===== src/rtl/fixed_exp_pkg.sv =====
// fixed_exp_pkg: shared types, width derivations and helpers for fixed_exp_seq.
// Optional build macro FIXED_EXP_EARLY_EXIT_EN is consumed by fixed_exp_seq.
package fixed_exp_pkg;

    typedef enum logic [1:0] {
        S_IDLE,
        S_ITER,
        S_SAT,
        S_DONE
    } state_e;

    typedef struct packed {
        logic        sat;
        logic [63:0] y;
    } rs_t;

    function automatic int acc_frac_f(input int out_frac, input int guard);
        return out_frac + guard;
    endfunction

    // Integer bits: largest (2^IN_INT)^k/k! over the series, or the output range.
    function automatic int acc_int_f(input int in_int, input int out_int,
                                     input int n_terms);
        longint p;
        longint mx;
        int     b;
        p  = longint'(1) << 16;
        mx = p;
        for (int k = 1; k < n_terms; k++) begin
            p = (p << in_int) / longint'(k);
            if (p > mx) mx = p;
        end
        b = $clog2((mx >>> 16) + 1);
        return ((b > out_int) ? b : out_int) + 1;
    endfunction

    // 1/k rounded to nearest, acc_frac fraction bits.
    function automatic longint recip_f(input int k, input int acc_frac);
        if (k < 1) return 0;
        return ((longint'(1) << acc_frac) + longint'(k / 2)) / longint'(k);
    endfunction

    function automatic rs_t round_sat_f(input longint sum, input int guard,
                                        input int out_w);
        rs_t    r;
        longint rnd;
        longint mx;
        r  = '0;
        mx = (longint'(1) << out_w) - 1;
        if (guard > 0) rnd = (sum + (longint'(1) <<< (guard - 1))) >>> guard;
        else           rnd = sum;
        if (sum < 0) begin
            r.y = '0;
        end else if (rnd > mx) begin
            r.y   = 64'(mx);
            r.sat = 1'b1;
        end else begin
            r.y = 64'(rnd);
        end
        return r;
    endfunction

endpackage


===== src/rtl/fixed_exp_round_sat.sv =====
// fixed_exp_round_sat: half-up rounding of the series sum to the output
// format, clamping negatives to zero and overflow to all-ones.
module fixed_exp_round_sat
    import fixed_exp_pkg::*;
#(
    parameter int ACC_W = 20,
    parameter int GUARD = 8,
    parameter int OUT_W = 10
) (
    input  logic signed [ACC_W-1:0] sum_i,
    output logic        [OUT_W-1:0] y_o,
    output logic                    sat_o
);

    rs_t  r;
    logic unused;

    assign r      = round_sat_f(64'(sum_i), GUARD, OUT_W);
    assign y_o    = r.y[OUT_W-1:0];
    assign sat_o  = r.sat;
    assign unused = ^r.y[63:OUT_W];

endmodule


===== src/rtl/fixed_exp_seq.sv =====
// fixed_exp_seq: sequential Taylor-series exp(x), one term per clock.
// Define FIXED_EXP_EARLY_EXIT_EN to stop once the running term reaches zero.
module fixed_exp_seq
    import fixed_exp_pkg::*;
#(
    parameter int IN_INT     = 2,
    parameter int IN_FRAC    = 7,
    parameter int OUT_INT    = 5,
    parameter int OUT_FRAC   = 5,
    parameter int GUARD      = 8,
    parameter int N_TERMS    = 20,
    parameter int SAT_X_CODE = 444
) (
    input  logic                         CLOCK_50,
    input  logic                         RESET_N,
    input  logic                         in_valid,
    output logic                         in_ready,
    input  logic [IN_INT+IN_FRAC:0]      in_x,
    output logic                         out_valid,
    input  logic                         out_ready,
    output logic [OUT_INT+OUT_FRAC-1:0]  out_y,
    output logic                         out_sat
);

    localparam int IN_W     = 1 + IN_INT + IN_FRAC;
    localparam int OUT_W    = OUT_INT + OUT_FRAC;
    localparam int ACC_FRAC = acc_frac_f(OUT_FRAC, GUARD);
    localparam int ACC_INT  = acc_int_f(IN_INT, OUT_INT, N_TERMS);
    localparam int ACC_W    = 1 + ACC_INT + ACC_FRAC;
    localparam int RW       = ACC_FRAC + 2;
    localparam int PW       = ACC_W + IN_W + RW;
    localparam int SHIFT    = IN_FRAC + ACC_FRAC;
    localparam int KW       = $clog2(N_TERMS);

    localparam logic [KW-1:0] K_LAST = KW'(N_TERMS - 1);
    localparam logic signed [IN_W-1:0] SAT_CODE = IN_W'(SAT_X_CODE);
    localparam logic signed [ACC_W-1:0] ONE =
        {{(ACC_W-ACC_FRAC-1){1'b0}}, 1'b1, {ACC_FRAC{1'b0}}};

    state_e                   state_q, state_d;
    logic signed [IN_W-1:0]   x_q, x_d;
    logic signed [ACC_W-1:0]  term_q, term_d;
    logic signed [ACC_W-1:0]  sum_q, sum_d;
    logic [KW-1:0]            k_q, k_d;
    logic [OUT_W-1:0]         out_y_q, out_y_d;
    logic                     out_sat_q, out_sat_d;
    logic                     out_valid_q, out_valid_d;

    logic signed [RW-1:0]     recip_tab [N_TERMS];
    logic signed [PW-1:0]     prod;
    logic signed [ACC_W-1:0]  term_nx;
    logic                     iter_end;
    logic [OUT_W-1:0]         rs_y;
    logic                     rs_sat;

    for (genvar g = 0; g < N_TERMS; g++) begin : g_recip
        assign recip_tab[g] = RW'(recip_f(g, ACC_FRAC));
    end

    // Arithmetic shift of the full product floors toward -inf.
    assign prod    = PW'(term_q) * PW'(x_q) * PW'(recip_tab[k_q]);
    assign term_nx = ACC_W'(prod >>> SHIFT);

`ifdef FIXED_EXP_EARLY_EXIT_EN
    assign iter_end = (k_q == K_LAST) || (term_nx == '0);
`else
    assign iter_end = (k_q == K_LAST);
`endif

    fixed_exp_round_sat #(
        .ACC_W (ACC_W),
        .GUARD (GUARD),
        .OUT_W (OUT_W)
    ) u_round_sat (
        .sum_i (sum_q),
        .y_o   (rs_y),
        .sat_o (rs_sat)
    );

    always_comb begin
        state_d     = state_q;
        x_d         = x_q;
        term_d      = term_q;
        sum_d       = sum_q;
        k_d         = k_q;
        out_y_d     = out_y_q;
        out_sat_d   = out_sat_q;
        out_valid_d = out_valid_q;
        unique case (state_q)
            S_IDLE: begin
                if (in_valid) begin
                    x_d = in_x;
                    if ($signed(in_x) >= SAT_CODE) begin
                        state_d = S_SAT;
                    end else begin
                        term_d  = ONE;
                        sum_d   = ONE;
                        k_d     = KW'(1);
                        state_d = S_ITER;
                    end
                end
            end
            S_ITER: begin
                term_d = term_nx;
                sum_d  = sum_q + term_nx;
                k_d    = k_q + KW'(1);
                if (iter_end) state_d = S_DONE;
            end
            S_SAT: begin
                if (!out_valid_q) begin
                    out_y_d     = '1;
                    out_sat_d   = 1'b1;
                    out_valid_d = 1'b1;
                end else if (out_ready) begin
                    out_valid_d = 1'b0;
                    state_d     = S_IDLE;
                end
            end
            S_DONE: begin
                if (!out_valid_q) begin
                    out_y_d     = rs_y;
                    out_sat_d   = rs_sat;
                    out_valid_d = 1'b1;
                end else if (out_ready) begin
                    out_valid_d = 1'b0;
                    state_d     = S_IDLE;
                end
            end
            default: state_d = S_IDLE;
        endcase
    end

    always_ff @(posedge CLOCK_50 or negedge RESET_N) begin
        if (!RESET_N) begin
            state_q     <= S_IDLE;
            x_q         <= '0;
            term_q      <= '0;
            sum_q       <= '0;
            k_q         <= '0;
            out_y_q     <= '0;
            out_sat_q   <= 1'b0;
            out_valid_q <= 1'b0;
        end else begin
            state_q     <= state_d;
            x_q         <= x_d;
            term_q      <= term_d;
            sum_q       <= sum_d;
            k_q         <= k_d;
            out_y_q     <= out_y_d;
            out_sat_q   <= out_sat_d;
            out_valid_q <= out_valid_d;
        end
    end

    assign in_ready  = (state_q == S_IDLE);
    assign out_valid = out_valid_q;
    assign out_y     = out_y_q;
    assign out_sat   = out_sat_q;

endmodule


===== config.mk =====
export PLATFORM = sky130hd
export DESIGN_NAME = fixed_exp_seq
export DESIGN_NICKNAME = d
export VERILOG_FILES = /design/src/rtl/fixed_exp_pkg.sv /design/src/rtl/fixed_exp_round_sat.sv /design/src/rtl/fixed_exp_seq.sv
export SDC_FILE = /design/constraint.sdc
export NUM_CORES = 1
export LEC_CHECK = 0
export ABC_AREA = 0
export CORE_MARGIN = 2
export CORE_UTILIZATION = 45
export DETAILED_ROUTE_END_ITERATION = 7
export PLACE_DENSITY = 0.62
export SETUP_SLACK_MARGIN = 0.05
export SYNTH_ARGS = -nofsm -noshare
export SYNTH_HDL_FRONTEND = slang
export SYNTH_SLANG_ARGS = --single-unit

===== constraint.sdc =====
create_clock -name CLOCK_50 -period 22.8 [get_ports CLOCK_50]
set_clock_uncertainty 0.1 [all_clocks]
set_input_delay 4.56 -clock CLOCK_50 [delete_from_list [all_inputs] [get_ports CLOCK_50]]
set_output_delay 4.56 -clock CLOCK_50 [all_outputs]
set_load 0.005 [all_outputs]

After elaboration in Yosys (flattened, before gate mapping)
Memories as Yosys holds them, arrays and structs flattened. Cells that the tools add are included.

ROM bits: 480. Output and inout port bits: 13. Register bits: 69. Logic and storage cells: 65. Memories: 1.

Memories: (name not given) (words 32, bits a word 15, read ports 1, clocked after Yosys merged registers in 0, wr ports 0, RTL line fixed_exp_seq.sv:61) `assign prod = PW'(term_q) * PW'(x_q) * PW'(recip_tab[k_q]);`.

Reductions and logical operators: 8. Bitwise logic cells: 1. Muxes and demuxes: 27. Multipliers: 2. Add/sub/neg operators: 3. Eq/ne operators: 11. Order comparisons: 4.

Operators by type and width (count): case mux 20 bit (2 select lines) (2); multiplier 30 x 15 -> 40 bit (1); 2-to-1 mux 10 bit (4); 2-to-1 mux 20 bit (2); multiplier 20 x 10 -> 30 bit (1); 2-to-1 mux 15 bit (2); adder 20 x 9 -> 21 bit (second input constant) (1); adder 20 bit (1); < comparator 20 x 1 -> 1 bit (second input constant) (1); case mux 10 bit (2 select lines) (1); greater-than comparator 13 x 11 -> 1 bit (second input constant) (1); greater-or-equal comparator 10 bit (second input constant) (1); 2-to-1 mux 2 bit (5); 2-to-1 mux 5 bit (2); inequality test 2 bit (second input constant) (5); case mux 5 bit (2 select lines) (1); greater-or-equal comparator 6 bit (second input constant) (1); 2-to-1 mux 1 bit (6); NOT 5 -> 6 bit (1); case mux 2 bit (3 select lines) (1); AND reduction 3 bit (2); adder 5 x 1 -> 5 bit (second input constant) (1); == test 5 bit (second input constant) (1); == test 2 bit (second input constant) (2); other kinds (8) (10).

Depth between registers and ports, before layout
Gate-level depths: netlist (run 1).

Word-level depth: 7. Gate-level depth with buffers: 58. Mapped depth without buffers: 56.

By module
Synthesis (run 1) repeated with hierarchy kept, for this count alone.

Cells, all modules: 2668. Area, all modules: 23551.3 µm².

Modules (own cells, without submodules): fixed_exp_seq (cells an instance 2624, seq. area each 1726.7 µm², times used 1, area each 23228.5 µm²); fixed_exp_round_sat (cells an instance 44, seq. area each 0.0 µm², times used 1, area each 322.8 µm²).

Worst setup path before layout (run 1)
OpenSTA, ideal clock, no wires.

Path kind: register to register. Start: register x_q[1]. End: register sum_q[19]. Period minus slack after synthesis: 12415 ps. Path slack: 10385 ps. Stages on the path, launching flop included: 57. Arrival: 12233 ps. Path buffers: 2. Cell sequence: dfrtp_1 > clkbuf_1 > nand2_1 > fa_1 > inv_1 > fa_1 > inv_1 > fa_1 > inv_1 > fa_1 > inv_1 > fa_1 > inv_1 > ha_1 > or3_1 > o22ai_2 > nand2_1 > nor3_1 > [... 21 more ...] > nor2b_1 > or4_1 > a31o_1 > a21oi_1 > nand2_1 > xor2_1 > ha_1 > a21o_1 > a21o_1 > a21oi_1 > nor2b_1 > nor2_1 > o21ai_1 > a21o_1 > a21oi_1 > xor2_1 > a21oi_1 > o22ai_1.

Cells in the longest elaborated chain, start to end: 4.

Ends and longest elaborated chain: start, declared (RTL line fixed_exp_seq.sv:41) `logic signed [IN_W-1:0] x_q, x_d;`; start signal, assigned (RTL line fixed_exp_seq.sv:136) `x_q <= '0;`; start signal, assigned (RTL line fixed_exp_seq.sv:145) `x_q <= x_d;`; multiplier 20 x 10 -> 30 bit (RTL line fixed_exp_seq.sv:61); multiplier 30 x 15 -> 40 bit (RTL line fixed_exp_seq.sv:61); adder 20 bit (RTL line fixed_exp_seq.sv:105) `sum_d = sum_q + term_nx;`; case mux 20 bit (2 select lines) (RTL line fixed_exp_seq.sv:89) `unique case (state_q)`; end signal, assigned (RTL line fixed_exp_seq.sv:147) `sum_q <= sum_d;`; end, declared (RTL line fixed_exp_seq.sv:43) `logic signed [ACC_W-1:0] sum_q, sum_d;`.

Every way passes these cells. A chain may end at the register's enable or synchronous reset.

Worst setup path after layout (run 1)
Start: register x_q[1]. End: register sum_q[16].

The elaborated chain is that of the path after synthesis.

==> results of run 1 <==
placed cells by master (no fill, tap or decap), drive strengths merged, types with 47 or more instances in the layout:
cell,synthesis,layout
inv,588,590
fa,524,524
nand2,316,316
nor2,281,281
ha,186,186
and2,84,84
a21oi,71,71
dfrtp,69,69
o21ai,62,62
xnor2,60,60
xor2,47,47
routing by layer:
layer / track usage [%] / up-vias
met4: 7.63 / 0
met5: 0 / -
met3: 3.30 / 105
li1: - / 8063
met2: 42.3 / 481
met1: 31.9 / 9222
tightest hold or removal path, stage by stage, from the launching register on:
cell     delay (ns)
dfrtp_1        0.35
nand2_1        0.05
o21ai_0        0.06
flip-flops by register name, indices dropped and copies added (netlist names):
| register | cells |
|---|---|
| k_q | 5 |
| state_q | 2 |
| out_y | 10 |
| out_sat | 1 |
| term_q | 20 |
| sum_q | 20 |
| out_valid | 1 |
| x_q | 10 |
path summary, 6_finish.rpt:
| kind | startpoint | to | cells after the start |
|---|---|---|---|
| setup / recovery | x_q[1]$_DFFE_PN0P_ | sum_q[16]$_DFFE_PN0P_ | 52 |
| hold / removal | sum_q[3]$_DFFE_PN0P_ | sum_q[3]$_DFFE_PN0P_ | 2 |
| setup reg to reg | x_q[1]$_DFFE_PN0P_ | sum_q[16]$_DFFE_PN0P_ | 52 |
| hold reg to reg | sum_q[3]$_DFFE_PN0P_ | sum_q[3]$_DFFE_PN0P_ | 2 |
| max in group asynchronous | RESET_N | sum_q[4]$_DFFE_PN0P_ | 1 |
| min in group asynchronous | RESET_N | term_q[18]$_DFFE_PN0P_ | 1 |
stage by stage:
stage / area [um^2] / cells / utilization (%)
floorplan: 23900 / 2715 / -
finish: 25100 / 3363 / 47.9
global route: 25100 / 3363 / 47.9
detailed placement: 24800 / 3346 / 47.3
CTS: 25100 / 3362 / 47.9
global placement: 24800 / 3346 / 47.3
cell families (layout without fill, tap and decap cells):
| group | Yosys count | count (layout) |
|---|---|---|
| AOI/OAI and AO/OA | 287 | 287 |
| xor gates and xnor gates | 109 | 109 |
| adders and majority gates | 710 | 710 |
| buffers and inverters | 705 | 665 |
| DFF | 69 | 69 |
| muxes | 10 | 10 |
| and+or+nand+nor | 825 | 825 |
layout make-up:
type	count	area, um^2	area share (%)
multi-input combinational	1941	19500	77.7
inverter	590	2210	8.81
clock inverter	6	71.3	0.284
sequential	69	1730	6.87
tap	688	861	3.43
clock buffer	10	229	0.911
timing repair buffer	59	509	2.03
==> results.py, run 1 <==
metrics = {
    "worst_setup_path": {
        "cp_slowest_stage_delay_ns": 1.00,
        "worstSetupEndpointType": "flop",
        "startpoint_type": "flop",
        "rrSetupSlack_ns": 7.96,
        "crit_buf_inv": 10,
        "critPathKind": "flop to flop",
        "cp.arrival_ns": 14.96,
        "crit_required_ns": 22.92,
        "path_delay_family": "adder cells",
        "crit_path_top_delay_cell": "xnor2_1",
        "crit_fanout": 21,
        "crit_path_frequent_cell": "fa_1",
    },
    "timing": {
        "hold_ws_ns": 0.390,
        "finalHoldViolations": 0,
        "min_period_ns": 14.84,
        "drv_slew": 0,
        "post-route-period-util_pct": 65.1,
        "finalSetupTns_ns": 0,
        "rsz0062_at_grt": "no",
        "finalWorstSetupSlack_ns": 7.96,
        "slew_headroom_pct": 13.8,
        "fmax_ghz": 0.0674,
        "worst_pin_slew_ns": 1.28,
        "setup_viol": 0,
    },
    "logic_synthesis": {
        "synthCells": 2715,
        "synth-main-ff-cell": "dfrtp_1",
        "synth_fa_ha_area_share_pct": 53.7,
        "ys_ff_latch": 69,
        "synth_mux_area_share_pct": 0.467,
        "synth_top_cell_area_share_pct": 44.0,
        "synth-async-reset-ratio_pct": 100,
        "synth.area.top_cells": "fa_1 44%, ha_1 9.8%, inv_1 9.2%",
        "yosysMostFrequentCell": "inv_1",
        "ys_types": 70,
        "synth_enable_flop_cells": 0,
        "synth_top_area_cell": "fa_1",
        "syn_area_per_cell_um2": 8.79,
        "synth-xor-area-share_pct": 4.12,
        "ys_warn_count": 0,
        "synth_nets": 3439,
        "synth_simple_gate_area_share_pct": 15.3,
        "synth_top_cells_by_count": "587 x inv_1, 524 x fa_1, 316 x nand2_1",
        "synth_top_family_by_area": "adder cells",
        "synth-compound-area-share_pct": 8.07,
        "syn_area_um2": 23900,
        "synth-seq-area-share_pct": 7.23,
    },
    "clocking": {
        "cts_tree": "done",
        "cts_buffers": 9,
        "path_clk_slew_ns": 0.07,
        "hold_buffers": 0,
        "cts_sinks": 69,
        "worstSkewPairLatency_ns": 0.36,
        "clockBufferDepth": 2,
        "cts_root_buf": "clkbuf_16",
        "cts_resized": 0,
        "htreeDepth": 3,
        "cts_setup_buffers": 0,
    },
    "route": {
        "dr.pass1.iters": 5,
        "drt-met1-wl_mm": 25.7,
        "top_layer": "met4",
        "drcViolationCount": 0,
        "final_antenna_net_count": 0,
        "drt-total-wl_mm": 62.8,
        "num_vias": 17871,
        "wl_met3_mm": 3.42,
        "dr_wl_met2_mm": 31.7,
        "via_per_inst": 5.31,
        "routedWlPerCell_um": 18.7,
        "drt_iter0_markers": 1063,
    },
    "placed_design": {
        "gp_congestion": 0.914,
        "io_buffers": 26,
        "pre_cts_ws_ns": 8.27,
        "hpwl_mm": 51.8,
    },
    "floorplan": {
        "start_util_pct": 45.5,
        "ios": 27,
        "die_h_um": 234,
        "rows": 84,
        "core_area_um2": 52400,
        "dieArea_um2": 54900,
        "die_x_um": 234,
    },
    "layout": {
        "drive_gt1_share_pct": 2.88,
        "antennaDiodeCount": 0,
        "num-nets-final": 3394,
        "synthToLayoutAreaGrowth_pct": 5.28,
        "n_fill_cell": 5026,
    },
    "status": {
        "status": "complete, no violations",
    },
    "global_routing": {
        "grt_max_degree": 70,
        "grt_pass1_vias": 19362,
        "track_usage_pct": 24.5,
        "overflow": 0,
        "antenna_found_initial": 0,
        "grt_pass1_wl_mm": 104,
    },
    "flow_run": {
        "drv_cap": 0,
    },
    "min_path": {
        "hold_class": "flop to flop",
    },
}
Power of run 1 is not shown: default switching activity piles up to over one toggle a cycle in this logic, so the estimate is an artifact.
==> inputs of run 2 (changes only) <==
PLACE_DENSITY = 0.65   (was 0.62)
clock period = 13.35 ns   (was 22.8 ns; I/O delays follow)
==> results.py, run 2 (synthesis results as in run 1) <==
metrics = {
    "route": {
        "via_per_inst": 5.32,
        "dr.pass1.iters": 7,
        "final_antenna_net_count": 0,
        "drt-total-wl_mm": 63.9,
        "drcViolationCount": 0,
        "routedWlPerCell_um": 18.5,
        "drt_iter0_markers": 1130,
        "num_vias": 18331,
    },
    "floorplan": {
        "die_x_um": 234,
        "rows": 84,
        "die_h_um": 234,
        "ios": 27,
        "core_area_um2": 52400,
        "dieArea_um2": 54900,
        "start_util_pct": 45.5,
    },
    "timing": {
        "min_period_ns": 12.90,
        "slew_headroom_pct": 15.8,
        "hold_ws_ns": 0.394,
        "worst_pin_slew_ns": 1.26,
        "finalHoldViolations": 0,
        "setup_viol": 0,
        "drv_slew": 0,
        "post-route-period-util_pct": 96.6,
        "fmax_ghz": 0.0775,
        "rsz0062_at_grt": "yes",
    },
    "clocking": {
        "htreeDepth": 3,
        "cts_buffers": 9,
        "worstSkewPairLatency_ns": 0.36,
        "clockBufferDepth": 2,
        "path_clk_slew_ns": 0.06,
        "hold_buffers": 0,
        "cts_root_buf": "clkbuf_16",
        "cts_tree": "done",
        "cts_sinks": 69,
    },
    "worst_setup_path": {
        "crit_fanout": 7,
        "crit_path_frequent_cell": "fa_1",
        "rrSetupSlack_ns": 0.45,
        "r2r_end": "sum_q[19]$_DFFE_PN0P_",
        "critPathKind": "flop to flop",
        "cp_slowest_stage_delay_ns": 0.55,
        "cp.arrival_ns": 13.08,
        "crit_buf_inv": 7,
        "r2r_start": "term_q[10]$_DFFE_PN0P_",
        "path_delay_family": "adder cells",
        "crit_required_ns": 13.53,
        "startpoint_type": "flop",
        "worstSetupEndpointType": "flop",
        "r2r_cells": 46,
        "crit_path_top_delay_cell": "fa_1",
    },
    "global_routing": {
        "track_usage_pct": 24.5,
        "grt_pass1_wl_mm": 105,
        "overflow": 0,
        "antenna_found_initial": 0,
        "grt_max_degree": 70,
        "grt_pass1_vias": 20052,
    },
    "layout": {
        "antennaDiodeCount": 0,
        "num-nets-final": 3477,
        "final_common_cell": "inv_1",
        "instances_no_fill": 3446,
        "largestRegisters": "sum_q (20), term_q (20)",
        "synthToLayoutAreaGrowth_pct": 9.49,
        "drive_gt1_share_pct": 8.41,
        "final_area_um2": 26100,
        "mostFrequentLayoutCells": "585 x inv_1, 521 x fa_1, 315 x nand2_1",
        "n_fill_cell": 4916,
    },
    "placed_design": {
        "io_buffers": 26,
        "dpl_cell_area_um2": 25400,
        "hpwl_mm": 53.4,
        "dpl.cell_count": 3419,
        "gp_congestion": 0.939,
    },
    "min_path": {
        "hold-path-cell-count": 2,
        "hold_start": "sum_q[2]$_DFFE_PN0P_",
        "hold_end": "sum_q[2]$_DFFE_PN0P_",
        "hold_class": "flop to flop",
    },
    "status": {
        "status": "complete, no violations",
    },
    "flow_run": {
        "drv_cap": 0,
    },
}
[run 2: cell types whose count changed in the layout (fill, tap and decap cells not counted), sizes merged]
| cell | previous run | this run |
|---|---|---|
| buf | 34 | 117 |
| clkbuf | 10 | 9 |
| inv | 590 | 591 |
[run 2: worst max-delay path by stage]
stage                                       from               endpoint  slack (ns)  depth (start not counted)
after floorplan               x_q[1]$_DFFE_PN0P_  sum_q[19]$_DFFE_PN0P_        0.93                         56
final                     term_q[10]$_DFFE_PN0P_  sum_q[19]$_DFFE_PN0P_        0.45                         46
after global routing          x_q[1]$_DFFE_PN0P_  sum_q[19]$_DFFE_PN0P_       -0.03                         53
after CTS                     x_q[4]$_DFFE_PN0P_  sum_q[19]$_DFFE_PN0P_        0.06                         50
after global placement        x_q[8]$_DFFE_PN0P_  sum_q[19]$_DFFE_PN0P_        0.03                         48
after detailed placement      x_q[7]$_DFFE_PN0P_  sum_q[19]$_DFFE_PN0P_       -0.08                         47
[run 2: layout make-up]
| cell class | instances | area [um^2] | share of cell area (%) |
|---|---|---|---|
| multi-input combinational | 1941 | 19800 | 75.9 |
| inverter | 590 | 2220 | 8.49 |
| sequential | 69 | 1740 | 6.66 |
| timing repair buffer | 142 | 1160 | 4.45 |
| tap | 688 | 861 | 3.29 |
| clock buffer | 9 | 225 | 0.862 |
| clock inverter | 7 | 81.3 | 0.311 |
[run 2: metrics by stage]
| stage | utilization (%) | setup TNS [ns] | setup WS (ns) |
|---|---|---|---|
| 4_1_cts | 49.0 | 0 | 0.0568 |
| 3_5_place_dp | 48.4 | -0.0751 | -0.0751 |
| 2_1_floorplan | - | 0 | 0.935 |
| 6_report | 49.8 | 0 | 0.451 |
| 3_3_place_gp | 48.4 | 0 | 0.0271 |
| 5_1_grt | 49.8 | -0.0343 | -0.0343 |
[run 2: repair_timing]
action                     in CTS  in global routing
setup endpoints to repair       1                 10
gates resized for setup         8                 80
setup buffers                   0                 11
gates cloned                    0                  0
pin swaps                       0                 24
[run 2: routing by layer]
layer / up-vias / GRT usage [%] / wire (um)
met5: - / 0 / 0
met4: 0 / 9.83 / 2780
met3: 152 / 3.06 / 3480
met2: 581 / 42.4 / 31700
met1: 9370 / 31.2 / 26000
li1: 8228 / - / -
[run 2: worst register-to-register path: cells and delay by family (launching register included)]
| family | cells | cell delay, ns |
|---|---|---|
| adders and majority gates | 14 | 6.65 |
| DFF | 1 | 0.48 |
| AOI/OAI and AO/OA | 15 | 2.90 |
| buffers and inverters | 7 | 0.68 |
| and+or+nand+nor | 7 | 1.17 |
| xor gates and xnor gates | 3 | 0.80 |
Power of run 2 is left out for the same reason.
==> variant 1 (settings of run 1) <==
The option `FIXED_EXP_EARLY_EXIT_EN` is turned on by a define.
--- a/src/rtl/fixed_exp_seq.sv
+++ b/src/rtl/fixed_exp_seq.sv
@@ -2,2 +2,4 @@
 // Define FIXED_EXP_EARLY_EXIT_EN to stop once the running term reaches zero.
+`define FIXED_EXP_EARLY_EXIT_EN
+
 module fixed_exp_seq
Check against the original RTL: not equivalent (Yosys sat finds a counterexample within 4 cycles, from zero or initial values and one cycle with RESET_N low).
==> variant 1 against run 1 <==
Routed wire length increased by 2.3%. Design area increased by 1.0%. Synthesized area increased by 1.1%. Count of clock-buffer cells in the layout unchanged. Non-clock buffer count decreased by 1. Sequential cell count unchanged. Global-route usage decreased by 0.62 points. Die area increased by 1.1%. Setup slack got worse by 0.11 ns. Critical endpoint is now sum_q[19]$_DFFE_PN0P_. Largest cell class unchanged.
Power is left out: the tool's default activity adds up to more than one toggle a clock period on the data nets, which glitch-free logic cannot reach.
==> variant 1: results (changes against run 1) <==
cts-buffers-inserted: 9  # unchanged
wl_met1_microns: 27400  # +6.5%
final_cells: 3382  # +0.56%
r2r_slack_ns: 7.85  # -0.11 ns
cts-root-buf: "clkbuf_16"
yosysSeqAreaShare: 0.0715  # -0.000814
insertion_delay_ns: 0.34  # -0.02 ns
syn_nets: 3457  # +0.52%
drt_iter0_drc: 1240  # +17%
grt_pass1_vias: 19700  # +1.5%
grt_pass1_wl_microns: 105000  # +1.1%
placed_cells: 3366  # +0.60%
ctsResizeCount: 0  # unchanged
synth_common_cells: "593 x inv_1, 524 x fa_1, 300 x nand2_1"
diodes: 0  # unchanged
drive_above_1_share: 0.0349  # +0.00611
port_buffers: 26  # unchanged
dp_hpwl_microns: 53300  # +2.9%
gp_congestion: 0.931  # +1.8%
ys_types: 78  # +11%
routed-wl-met2_microns: 30900  # -2.7%
wl_per_cell_microns: 19.0  # +1.7%
synthFlopType: "dfrtp_1"
yosys-top-cells-area: "fa_1 43%, ha_1 9.6%, inv_1 9.2%, dfrtp_1 7.2%, nand2_1 4.7%"
cpPeakStageDelay_ns: 1.04  # +0.04 ns
status: "completed"
crit_arrival_ns: 15.11  # +0.15 ns
cpMaxStageDelayCell: "xor2_1"
met3WireLength_microns: 3910  # +14%
grt_antenna_before_repair: 0  # unchanged
clkTransAtPathRegs_ns: 0.07  # about the same
tightestPinTransition_ns: 1.31  # +0.0315 ns
track_usage: 0.239  # -0.00618
netlist_instances: 2733  # +0.66%
htreeDepth: 3  # unchanged
vias_per_cell: 5.34  # +0.57%
## variant 1: area by class of cell
cell class	instances	area, sq um
fill	5086	27400
clock buffer	10	229
inverter	594	2230
multi-input combinational	1957	19800
tap	688	861
sequential	69	1730
timing repair buffer	58	495
clock inverter	6	70.1
## variant 1: logic make-up (layout without fill, tap and decap cells)
logic type	Yosys count	in the layout	synth area share
DFF	69	69	0.0715
and+or+nand+nor	853	853	0.162
buffers and inverters	707	668	0.111
xor gates and xnor gates	106	106	0.0397
muxes	12	12	0.00549
adders and majority gates	710	710	0.531
AOI/OAI and AO/OA	276	276	0.0796
## variant 1: path summary, 6_finish.rpt
check | from | to | cells past startpoint
max | x_q[2]$_DFFE_PN0P_ | sum_q[19]$_DFFE_PN0P_ | 51
min | sum_q[3]$_DFFE_PN0P_ | sum_q[3]$_DFFE_PN0P_ | 2
max reg2reg | x_q[2]$_DFFE_PN0P_ | sum_q[19]$_DFFE_PN0P_ | 51
min reg2reg | sum_q[3]$_DFFE_PN0P_ | sum_q[3]$_DFFE_PN0P_ | 2
max in group asynchronous | RESET_N | sum_q[1]$_DFFE_PN0P_ | 2
min in group asynchronous | RESET_N | x_q[0]$_DFFE_PN0P_ | 2
## variant 1: through the flow
stage / instance area (sq um) / setup WS, ns / hold WS (ns)
global placement: 25100 / 8.30 / 0.378
floorplan: 24100 / 10.15 / 0.355
CTS: 25400 / 7.93 / 0.394
finish: 25400 / 7.85 / 0.392
detailed placement: 25100 / 7.99 / 0.381
global route: 25400 / 7.06 / 0.417
## variant 1: routing by layer
metal	vias to the layer above	track usage
met5	-	0
met4	0	0.0797
met3	103	0.0335
met2	586	0.399
met1	9238	0.320
li1	8147	-
## variant 1: worst register-to-register path: cells and delay by family, from the launching register on
| kind | cells | cell delay (ns) |
|---|---|---|
| AO/OA/AOI/OAI | 18 | 3.68 |
| XOR/XNOR | 3 | 1.42 |
| adder cells (fa/ha/maj) | 14 | 6.46 |
| buffers and inverters | 7 | 0.34 |
| flip-flops | 1 | 0.92 |
| AND/OR/NAND/NOR | 9 | 1.92 |
==> variant 2 (config.mk and constraints of run 1) <==
Made on the original files. Re-encode `state_e` (4 states) as one-hot, 4 bits wide.
--- a/src/rtl/fixed_exp_pkg.sv
+++ b/src/rtl/fixed_exp_pkg.sv
@@ -4,7 +4,7 @@
 
-    typedef enum logic [1:0] {
-        S_IDLE,
-        S_ITER,
-        S_SAT,
-        S_DONE
+    typedef enum logic [3:0] {
+        S_IDLE = 4'b0001,
+        S_ITER = 4'b0010,
+        S_SAT  = 4'b0100,
+        S_DONE = 4'b1000
     } state_e;
Check against the original RTL: same outputs for any inputs over 10 cycles, from zero or initial values and one cycle with RESET_N low; not proved beyond that.
==> variant 2 against run 1 <==
Routed wire length increased by 3.5%. Core utilization decreased by 0.41 points. Sequential cell count increased by 2. Setup slack improved by 0.29 ns. Synthesized area increased by 1.6%. Sequential share of layout area increased by 0.11 points. Design area increased by 1.3%. Count of clock-buffer cells in the layout unchanged. Critical path type unchanged. Highest routed layer unchanged.
Power is left out: the tool's default activity adds up to more than one toggle a clock period on the data nets, which glitch-free logic cannot reach.
==> variant 2: results (changes against run 1) <==
cts_max_path_buffers: 2  # unchanged
gp_congestion: 0.928  # +1.5%
status: "completed"
cpPeakStageDelay_ns: 0.89  # -0.11 ns
reg_top3: "sum_q (20), term_q (20)"
synthArstFlopShare: 1.00  # unchanged
yosysWarningCount: 0  # unchanged
netlist_instances: 2784  # +2.5%
wl_per_cell_microns: 19.0  # +1.4%
port_buffers: 26  # unchanged
setup_tns_ns: 0  # unchanged
dp_hpwl_microns: 53600  # +3.6%
insertion_delay_ns: 0.36  # about the same
synth_common_cells: "593 x inv_1, 524 x fa_1, 343 x nand2_1"
grt_max_degree: 72  # +2.9%
yosysSeqAreaShare: 0.0733  # +0.000954
grt_antenna_before_repair: 1  # +1
cp_max_fo: 21  # unchanged
met3WireLength_microns: 3420  # +0.18%
grt_pass1_wl_microns: 107000  # +3.2%
wirelength_microns: 65000  # +3.5%
post-cts-setup-buffers: 0  # unchanged
max-slew-margin-rel: 0.171  # +0.0327
dr.pass1.iters: 6  # +1
synthFlopType: "dfrtp_1"
htreeDepth: 3  # unchanged
track_usage: 0.245  # about the same
ctsResizeCount: 0  # unchanged
synth_edf_count: 0  # unchanged
hp-class: "register to register"
cpMaxStageDelayCell: "xnor2_1"
cts-root-buf: "clkbuf_16"
wl_met1_microns: 26500  # +3.0%
crit_arrival_ns: 14.67  # -0.29 ns
ys_types: 74  # +5.7%
routed-wl-met2_microns: 32400  # +2.1%
diodes: 0  # unchanged
cts-buffers-inserted: 9  # unchanged
drt_iter0_drc: 1237  # +16%
final_nets: 3453  # +1.7%
vias_per_cell: 5.41  # +1.8%
yosys-top-cells-area: "fa_1 43%, ha_1 9.6%, inv_1 9.2%, dfrtp_1 7.2%, nand2_1 5.3%"
drive_above_1_share: 0.0304  # +0.00157
placed_cells: 3414  # +2.0%
topRoutingLayerUsed: "met4"
grt_pass1_vias: 20100  # +4.0%
clkTransAtPathRegs_ns: 0.06
-- variant 2: cell count changes in the layout (fill, tap and decap cells not counted), sizes merged, moves of 6 or more --
cell,before,now
nand2,316,343
nand3,23,45
nand2b,46,30
and3,11,25
a22o,20,7
o21a,20,9
xnor2,60,70
and2,84,93
xor2,47,38
a221o,1,9
o211ai,10,3
nor3,13,19
-- variant 2: final cells by class --
type | instances | area, sq um
inverters | 594 | 2230
clock inverters | 6 | 68.8
repair buffers | 54 | 468
multi-input cells | 1999 | 19800
fillers | 5247 | 28100
clock buffers | 10 | 229
flip-flops and latches | 71 | 1780
well taps | 696 | 871
-- variant 2: worst paths after layout --
path | startpoint | cells past startpoint | endpoint | slack [ns]
min in group asynchronous | RESET_N | 1 | out_sat$_DFFE_PN0P_ | 4.24
max reg2reg | x_q[1]$_DFFE_PN0P_ | 49 | sum_q[18]$_DFFE_PN0P_ | 8.24
max | x_q[1]$_DFFE_PN0P_ | 49 | sum_q[18]$_DFFE_PN0P_ | 8.24
min | out_y[3]$_DFFE_PN0P_ | 1 | out_y[3]$_DFFE_PN0P_ | 0.39
max in group asynchronous | RESET_N | 1 | k_q[3]$_DFFE_PN0P_ | 17.72
min reg2reg | out_y[3]$_DFFE_PN0P_ | 1 | out_y[3]$_DFFE_PN0P_ | 0.39
-- variant 2: cell families after synthesis --
kind of cell             synth area share
AO/OA/AOI/OAI                      0.0744
XOR/XNOR                           0.0405
adder cells (fa/ha/maj)             0.528
buffers and inverters               0.111
flip-flops                         0.0733
multiplexers                      0.00676
AND/OR/NAND/NOR                     0.166
-- variant 2: critical path: cells and delay by family, from the launching register on --
| family | cells | cell delay [ns] |
|---|---|---|
| adder cells (fa/ha/maj) | 14 | 6.55 |
| AO/OA/AOI/OAI | 21 | 4.68 |
| buffers and inverters | 8 | 0.47 |
| flip-flops | 1 | 0.86 |
| AND/OR/NAND/NOR | 3 | 0.48 |
| XOR/XNOR | 3 | 1.23 |
-- variant 2: layer usage --
metal | vias up | track usage
li1 | 8301 | -
met2 | 584 | 0.426
met4 | 0 | 0.0921
met5 | - | 0
met3 | 146 | 0.0261
met1 | 9524 | 0.316
-- variant 2: metrics by stage --
stage	setup slack, ns	util	hold slack [ns]	area [sq um]
5_1_grt	7.58	0.475	0.418	25500
3_3_place_gp	8.67	0.469	0.371	25200
3_5_place_dp	8.52	0.469	0.372	25200
4_1_cts	8.48	0.475	0.391	25500
6_report	8.24	0.475	0.392	25500
2_1_floorplan	10.47	-	0.364	24300
